===== config.mk =====
export PLATFORM = sky130hd
export DESIGN_NAME = spi_reg_slave
export DESIGN_NICKNAME = d
export VERILOG_FILES = /design/src/rtl/spi_reg_slave.sv
export SDC_FILE = /design/constraint.sdc
export NUM_CORES = 1
export LEC_CHECK = 0
export CORE_UTILIZATION = 55
export DETAILED_ROUTE_END_ITERATION = 16
export GPL_ROUTABILITY_DRIVEN = 0
export HOLD_SLACK_MARGIN = 0.1
export PLACE_DENSITY = 0.8
export SETUP_SLACK_MARGIN = 0.1
export SYNTH_ARGS = -nofsm -noshare
export SYNTH_HDL_FRONTEND = slang
export SYNTH_SLANG_ARGS = --single-unit

===== constraint.sdc =====
create_clock -name clk -period 3.05 [get_ports clk]
set_clock_uncertainty 0.05 [all_clocks]
set_input_delay 0.61 -clock clk [delete_from_list [all_inputs] [get_ports clk]]
set_output_delay 0.61 -clock clk [all_outputs]
set_load 0.05 [all_outputs]

===== src/rtl/spi_reg_slave.sv =====
// -----------------------------------------------------------------------------
// spi_reg_slave
//
// SPI mode-0 slave giving an external master burst read/write access to a
// bank of NUM_REGS byte registers with address auto-increment. All SPI pins
// are oversampled in the clk domain.
//
// A frame is a command byte {rw, addr[6:0]} (rw=1 -> write) followed by any
// number of data bytes. The command byte returns SIG on MISO. Register 0
// drives the LEDs.
//
// Parameters
//   ADDR_W   address bits, NUM_REGS = 2**ADDR_W (1..7)
//   NUM_LED  LEDs driven from reg[0][NUM_LED-1:0] (1..8)
//   SIG      byte shifted out during the command byte
//
// Ports
//   clk        system clock, posedge
//   rst        asynchronous active-low reset
//   cs         SPI chip select, active-low, asynchronous
//   sck        SPI clock (CPOL=0, CPHA=0), asynchronous
//   MOSI       SPI data in, MSB first
//   MISO       SPI data out, MSB first, 0 outside a frame
//   led        reg[0][NUM_LED-1:0]
//   wr_strobe  one-clk pulse per committed register write
//   wr_addr    address of the last write (held)
//   wr_data    data of the last write (held)
//   busy       high while a frame is active
// -----------------------------------------------------------------------------
module spi_reg_slave #(
  parameter int          ADDR_W  = 3,
  parameter int          NUM_LED = 1,
  parameter logic [7:0]  SIG     = 8'hA5
) (
  input  logic               clk,
  input  logic               rst,
  input  logic               cs,
  input  logic               sck,
  input  logic               MOSI,
  output logic               MISO,
  output logic [NUM_LED-1:0] led,
  output logic               wr_strobe,
  output logic [ADDR_W-1:0]  wr_addr,
  output logic [7:0]         wr_data,
  output logic               busy
);

  localparam int NUM_REGS = 2 ** ADDR_W;

  typedef enum logic [1:0] {
    IDLE = 2'd0,
    CMD  = 2'd1,
    WR   = 2'd2,
    RD   = 2'd3
  } state_t;

  // ---------------------------------------------------------------------------
  // Pin synchronisers. Stages [0],[1] form the 2-FF synchroniser; stage [2]
  // is the edge-detect history. cs resets to 0 so that a frame already in
  // progress when reset releases is never mistaken for a fresh cs fall: only
  // a genuine high->low transition afterwards opens a frame.
  // ---------------------------------------------------------------------------
  logic [2:0] cs_q;
  logic [2:0] sck_q;
  logic [1:0] mosi_q;

  always_ff @(posedge clk or negedge rst) begin
    if (!rst) begin
      cs_q   <= 3'b000;
      sck_q  <= 3'b000;
      mosi_q <= 2'b00;
    end else begin
      cs_q   <= {cs_q[1:0], cs};
      sck_q  <= {sck_q[1:0], sck};
      mosi_q <= {mosi_q[0], MOSI};
    end
  end

  logic cs_fall, cs_rise, sck_rise, sck_fall, mosi_s;
  assign cs_fall  =  cs_q[2]  & ~cs_q[1];
  assign cs_rise  = ~cs_q[2]  &  cs_q[1];
  assign sck_rise = ~sck_q[2] &  sck_q[1];
  assign sck_fall =  sck_q[2] & ~sck_q[1];
  assign mosi_s   =  mosi_q[1];

  // ---------------------------------------------------------------------------
  // Frame state
  // ---------------------------------------------------------------------------
  state_t            state_q,     state_d;
  logic [2:0]        bit_cnt_q,   bit_cnt_d;
  logic [6:0]        rx_q,        rx_d;
  logic [7:0]        tx_q,        tx_d;
  logic              skip_q,      skip_d;      // suppress shift after a byte load
  logic [ADDR_W-1:0] ptr_q,       ptr_d;
  logic              wr_pend_q,   wr_pend_d;   // completed write byte awaiting commit
  logic [7:0]        wr_byte_q,   wr_byte_d;
  logic              wr_strobe_q, wr_strobe_d;
  logic [ADDR_W-1:0] wr_addr_q,   wr_addr_d;
  logic [7:0]        wr_data_q,   wr_data_d;

  logic [7:0]        regs_q [NUM_REGS];

  logic [7:0]        rx_byte;
  logic [ADDR_W-1:0] cmd_addr;
  logic              byte_done;

  assign rx_byte   = {rx_q, mosi_s};
  assign cmd_addr  = rx_byte[ADDR_W-1:0];
  assign byte_done = sck_rise && (bit_cnt_q == 3'd7);

  always_ff @(posedge clk or negedge rst) begin
    if (!rst) begin
      state_q     <= IDLE;
      bit_cnt_q   <= 3'd0;
      rx_q        <= 7'd0;
      tx_q        <= 8'd0;
      skip_q      <= 1'b0;
      ptr_q       <= '0;
      wr_pend_q   <= 1'b0;
      wr_byte_q   <= 8'd0;
      wr_strobe_q <= 1'b0;
      wr_addr_q   <= '0;
      wr_data_q   <= 8'd0;
    end else begin
      state_q     <= state_d;
      bit_cnt_q   <= bit_cnt_d;
      rx_q        <= rx_d;
      tx_q        <= tx_d;
      skip_q      <= skip_d;
      ptr_q       <= ptr_d;
      wr_pend_q   <= wr_pend_d;
      wr_byte_q   <= wr_byte_d;
      wr_strobe_q <= wr_strobe_d;
      wr_addr_q   <= wr_addr_d;
      wr_data_q   <= wr_data_d;
    end
  end

  always_comb begin
    state_d     = state_q;
    bit_cnt_d   = bit_cnt_q;
    rx_d        = rx_q;
    tx_d        = tx_q;
    skip_d      = skip_q;
    ptr_d       = ptr_q;
    wr_pend_d   = 1'b0;
    wr_byte_d   = wr_byte_q;
    wr_strobe_d = 1'b0;
    wr_addr_d   = wr_addr_q;
    wr_data_d   = wr_data_q;

    if (cs_rise) begin
      // Any partially shifted byte is simply dropped here.
      state_d = IDLE;
    end else begin
      case (state_q)
        IDLE: begin
          if (cs_fall) begin
            state_d   = CMD;
            tx_d      = SIG;
            bit_cnt_d = 3'd0;
            skip_d    = 1'b0;
          end
        end
        default: begin
          if (sck_rise) begin
            rx_d      = rx_byte[6:0];
            bit_cnt_d = bit_cnt_q + 3'd1;
            if (byte_done) begin
              skip_d = 1'b1;
              case (state_q)
                CMD: begin
                  if (rx_byte[7]) begin
                    state_d = WR;
                    ptr_d   = cmd_addr;
                    tx_d    = 8'h00;
                  end else begin
                    // First read byte is fetched right at the command
                    // boundary so it is ready for the next falling edge.
                    state_d = RD;
                    tx_d    = regs_q[cmd_addr];
                    ptr_d   = cmd_addr + ADDR_W'(1);
                  end
                end
                WR: begin
                  wr_pend_d = 1'b1;
                  wr_byte_d = rx_byte;
                  tx_d      = 8'h00;
                end
                default: begin  // RD: incoming byte is discarded
                  tx_d  = regs_q[ptr_q];
                  ptr_d = ptr_q + ADDR_W'(1);
                end
              endcase
            end
          end else if (sck_fall) begin
            if (skip_q) begin
              skip_d = 1'b0;
            end else begin
              tx_d = {tx_q[6:0], 1'b0};
            end
          end
        end
      endcase
    end

    // Commit lands one clk after the byte completes; the master's minimum
    // sck phase guarantees no other pointer update falls in this cycle.
    if (wr_pend_q) begin
      wr_strobe_d = 1'b1;
      wr_addr_d   = ptr_q;
      wr_data_d   = wr_byte_q;
      ptr_d       = ptr_q + ADDR_W'(1);
    end
  end

  // ---------------------------------------------------------------------------
  // Register bank
  // ---------------------------------------------------------------------------
  generate
    for (genvar gi = 0; gi < NUM_REGS; gi++) begin : g_reg
      always_ff @(posedge clk or negedge rst) begin
        if (!rst) begin
          regs_q[gi] <= 8'd0;
        end else if (wr_pend_q && (ptr_q == ADDR_W'(gi))) begin
          regs_q[gi] <= wr_byte_q;
        end
      end
    end
  endgenerate

  assign busy      = (state_q != IDLE);
  assign MISO      = busy & tx_q[7];
  assign led       = regs_q[0][NUM_LED-1:0];
  assign wr_strobe = wr_strobe_q;
  assign wr_addr   = wr_addr_q;
  assign wr_data   = wr_data_q;

endmodule


# Word-level counts from Yosys, hierarchy flattened
# Index checks and enable logic that the tools add are counted.
# totals
word_cells	125
latchBits	0
ff_bits	117
memories	0
inputBits	5
mem_bits_rw	0
mem_bits_ro	0
# classes
n_addsub	3
eq_ne	17
magnitude_cmp	2
bitwise_logic	13
n_reduce_logical	26
n_shift	0
muxes	42
n_mul	0
div_mod_pow	0
# ops
cell	count
$mux W8	11
$bmux W8 S3	2
$mux W3	9
$pmux W8 S2	1
$eq A3 B3 Y1 const B	5
$reduce_and A5 Y1	3
$mux W1	12
$mux W2	6
$reduce_bool A3 Y1	4
$add A3 B1 Y3 const B	3
$logic_and A1 B1 Y1	9
$ge A4 B4 Y1 const B	2
$not A3 Y4	2
$reduce_and A4 Y1	2
$reduce_bool A2 Y1	4
$eq A3 B2 Y1 const B	2
$ne A2 B2 Y1 const B	3
$not A1 Y1	6
$pmux W3 S2	1
$reduce_and A3 Y1	2
$and A1 B1 Y1	5
$eq A3 B1 Y1 const B	1
$logic_not A3 Y1	1
$ne A3 B1 Y1 const B	1
6 further kinds	6

# Depth between registers and ports, before layout
# depth
word_depth	9
depth_mapped	8
mapped_depth_nobuf	6

# Least setup slack after synthesis
# Ideal clock, no wire load.
# synth_path
path_kind	register to output
start	reg state_q[0]
end	out MISO
stages_incl_launch_ff	6
t_arrival_ns	1.660
setup_slack_ns	0.730
t_required_ns	2.390
path_buffers	2
path_cell_list	dfrtp_1 > inv_1 > ha_1 > clkbuf_1 > clkbuf_1 > nor2b_1
# synth_between
elab_chain_len	2
# synth_lines
item	line_no	rtl
start: declaration	89	state_t state_q, state_d;
start signal: assignment	125	state_q <= state_d;
$reduce_bool A2 Y1	232	assign busy = (state_q != IDLE);
$and A1 B1 Y1	233	assign MISO = busy & tx_q[7];
end: declaration	40	output logic MISO,
# Every way passes these cells.

# Final worst setup path
# Same ends and word-level chain as after synthesis.

==> results.sh <==
export IMPL_topRoutingLayerUsed="met4"
export IMPL_critPathTopFamily="buffers and inverters"
export IMPL_utilization=0.6573
export IMPL_io_buffer_count=19
export IMPL_synth_area_um2=5811
export IMPL_grt_pass1_vias=3997
export IMPL_cellLeakagePower_nw=3.195
export IMPL_fmax_ghz=0.3593
export IMPL_tritoncts="built"
export IMPL_std_cell_rows=37
export IMPL_synthCells=420
export IMPL_nFillCells=727
export IMPL_ys_flop_type="dfrtp_1"
export IMPL_holdCritStartpoint="mosi_q[0]$_DFF_PN0_"
export IMPL_cts_resized=0
export IMPL_diodes=0
export IMPL_die_y_um=104.8
export IMPL_grt_setup_unrepaired="false"
export IMPL_worstHoldPathType="reg -> reg"
export IMPL_clock_sinks=117
export IMPL_synth_cell_types=42
export IMPL_cts_root_buf="clkbuf_8"
export IMPL_cpMaxStageDelayCell="clkdlybuf4s50_1"
export IMPL_synth_fa_ha_area_frac=0.03230
export IMPL_ys_ff_latch=117
export IMPL_numCtsBuffers=17
export IMPL_worst_ep_required_time_ps=2390
export IMPL_ff2ff_path_depth=6
export IMPL_peakVddDrop_v=0.0006404
export IMPL_synthMostInstantiatedCell="dfrtp_1"
export IMPL_arrival_ps=2120
export IMPL_synth_edff_count=0
export IMPL_synthTopCellsByCount="dfrtp_1 (117), mux2_2 (93), mux2i_1 (27), nand2_1 (17), mux4_2 (16)"
export IMPL_synth_mux_area_frac=0.3204
export IMPL_switchingPower_mw=1.579
export IMPL_dpl_hpwl_mm=8.505
export IMPL_startpoint_type="flip-flop"
export IMPL_worstPathMaxFanout=3
export IMPL_synth_fp_nets=440
export IMPL_routed_wl_mm=13.46
export IMPL_place_area_um2=6126
export IMPL_initial_core_util=0.5654
export IMPL_fp_coreArea_um2=10280
export IMPL_post_route_period_util=0.9126
export IMPL_post_drt_wl_per_cell_um=22.73
export IMPL_clockBufferDepth=2
export IMPL_worst_path_buf_inv=2
export IMPL_timing_rr_end="tx_q[1]$_DFFE_PN0P_"
export IMPL_async_reset_ff_frac=1.000
export IMPL_finalHoldViolCount=0
export IMPL_min_to="mosi_q[1]$_DFF_PN0_"
export IMPL_grt_max_degree=88
export IMPL_synth_xor_area_share=0.003015
export IMPL_power_frac_comb=0.216
export IMPL_met1Wirelength_mm=5.584
export IMPL_synth_top_family_by_area="multiplexers"
export IMPL_area_growth_synth_to_final_pct=16.26
export IMPL_vias=3784
export IMPL_status="complete, no violations"
export IMPL_yosysTopAreaCellShare=0.5039
export IMPL_firstDrtPassIters=5
export IMPL_pwr_density_cell_nw_per_um2=752.1
export IMPL_r2r_start="bit_cnt_q[0]$_DFFE_PN0P_"
export IMPL_finalCriticalPeriod_ps=2783
export IMPL_synth_area_leaders="dfrtp_1 (50%), mux2_2 (18%), mux4_2 (6.2%)"
export IMPL_met3_length_um=890
export IMPL_worstHoldPathCells=0
export IMPL_setup_violations=0
export IMPL_ant_nets=0
export IMPL_clkLatencyLatePin_ps=520
export IMPL_switching_share=0.3108
export IMPL_yosysSeqAreaShare=0.5039
export IMPL_drc=0
export IMPL_r2r_slack_ps=790
export IMPL_clockPowerShare=0.411
export IMPL_path_cells="inv_1 > ha_1 > nor2b_1 > clkdlybuf4s50_1"
export IMPL_worstSetupEndpointType="output port"
export IMPL_design_area_um2=6755
export IMPL_num_nets_final=463
export IMPL_die_area_um2=10980
export IMPL_cp_slowest_stage_delay_ps=800
export IMPL_synthSimpleGateAreaFrac=0.04479
export IMPL_grt_antenna_before_repair=0
export IMPL_seqPwrFrac=0.373
export IMPL_fin_setup_tns_ps=0
export IMPL_maxSlewViolCount=0
export IMPL_max_cap_viol_count=0
export IMPL_htreeDepth=4
export IMPL_die_w_um=104.8
export IMPL_grt_pass1_wl_mm=21.80
export IMPL_wl_met2_mm=6.521
export IMPL_worst_slew_pin_slew_ps=719.1
export IMPL_grt_overflow_total=0
export IMPL_internal_power_mw=3.502
export IMPL_drt_initial_drc_count=339
export IMPL_clkSlewWorstSetupHoldPaths_ps=60
export IMPL_drive_gt1_frac=0.3377
export IMPL_maxSlewHeadroom=0.5193
export IMPL_avgSynthCellArea_um2=13.83
export IMPL_boundaryPins=20
export IMPL_yosys_warnings=0
export IMPL_synth_compound_area_share=0.06202
export IMPL_viasPerCell=6.392
export IMPL_yosys_area_top_type="dfrtp_1"
export IMPL_path_class="reg -> out"
export IMPL_grt_util_all_layers=0.2680
-- cells by family (layout without fill, tap and decap cells) --
logic type,Yosys count,count (layout)
fa+ha+maj,15,15
mux,143,143
flops,117,117
simple gates,51,51
xor+xnor,2,2
buf+inv,40,76
compound gates,52,52
-- per-stage QoR --
| stage | hold WS, ps | power, mW | setup slack (ps) | instances |
|---|---|---|---|---|
| 4_1_cts | 298.0 | 5.075 | 260.2 | 592 |
| 5_1_grt | 302.5 | 5.284 | 172.4 | 592 |
| 3_5_place_dp | 284.7 | 2.982 | 807.1 | 559 |
| 3_3_place_gp | 281.9 | 2.947 | 867.4 | 559 |
| 6_report | 297.9 | 5.081 | 266.7 | 592 |
| 2_1_floorplan | 264.4 | 2.667 | 730.2 | 420 |
-- state kept, by name (all words and copies together), names as in the netlist --
| register | cells |
|---|---|
| bit_cnt_q | 3 |
| cs_q | 3 |
| led | 1 |
| mosi_q | 2 |
| ptr_q | 3 |
| regs_q | 63 |
| rx_q | 7 |
| sck_q | 3 |
| skip_q | 1 |
| state_q | 2 |
| tx_q | 8 |
| wr_addr | 3 |
| wr_byte_q | 8 |
| wr_data | 8 |
| wr_pend_q | 1 |
| wr_strobe | 1 |
-- power groups by stage --
stage | combinational, mW | sequential, mW | clock (mW)
after floorplan | 0.875 | 1.79 | 0
after global placement | 1.05 | 1.90 | 0
after detailed placement | 1.07 | 1.91 | 0
after CTS | 1.09 | 1.89 | 2.10
after global routing | 1.19 | 1.91 | 2.18
final | 1.10 | 1.90 | 2.09
-- placed cells by master (no fill, tap or decap), types with 7 or more instances in the layout --
master / netlist / layout
mux4_2: 16 / 16
nand2_1: 17 / 17
mux2i_1: 27 / 27
a31oi_1: 10 / 10
mux2_2: 93 / 93
buf_4: 1 / 9
clkbuf_16: 0 / 16
o21ai_0: 10 / 10
mux4_1: 7 / 7
inv_1: 13 / 13
clkdlybuf4s50_1: 0 / 18
nand3_1: 13 / 13
ha_1: 15 / 15
dfrtp_1: 117 / 117
-- area by class of cell --
class,instances,area (µm²),share of cell area
Inverter,14,52.55,0.007779
Sequential cell,117,2928,0.4334
Clock buffer,18,417.9,0.06186
Clock inverter,14,201.4,0.02982
Tap cell,136,170.2,0.02519
Timing Repair Buffer,30,297.8,0.04408
Multi-Input combinational cell,263,2688,0.3979
-- routing by layer --
| metal | GRT usage | up-vias |
|---|---|---|
| li1 | - | 1630 |
| met1 | 0.3472 | 1940 |
| met2 | 0.4238 | 173 |
| met3 | 0.06675 | 41 |
| met4 | 0.1318 | 0 |
| met5 | 0 | - |
-- repair_timing --
action                                  in CTS  in global routing
endpoints found under the hold margin       30                  0
buffers inserted                             0                  0
hold buffers                                 1                  0
endpoints found under the setup margin       0                  0
-- how the worst max path moves through the flow --
| stage | slack (ps) | start | cells past startpoint | to |
|---|---|---|---|---|
| finish | 270 | state_q[0]$_DFFE_PN0P_ | 4 | MISO |
| CTS | 260 | state_q[0]$_DFFE_PN0P_ | 4 | MISO |
| global route | 170 | state_q[0]$_DFFE_PN0P_ | 4 | MISO |
| detailed placement | 810 | state_q[0]$_DFFE_PN0P_ | 4 | MISO |
| floorplan | 730 | state_q[0]$_DFFE_PN0P_ | 5 | MISO |
| global placement | 870 | state_q[0]$_DFFE_PN0P_ | 4 | MISO |
Note: power is estimated with default switching activity, not from simulation.
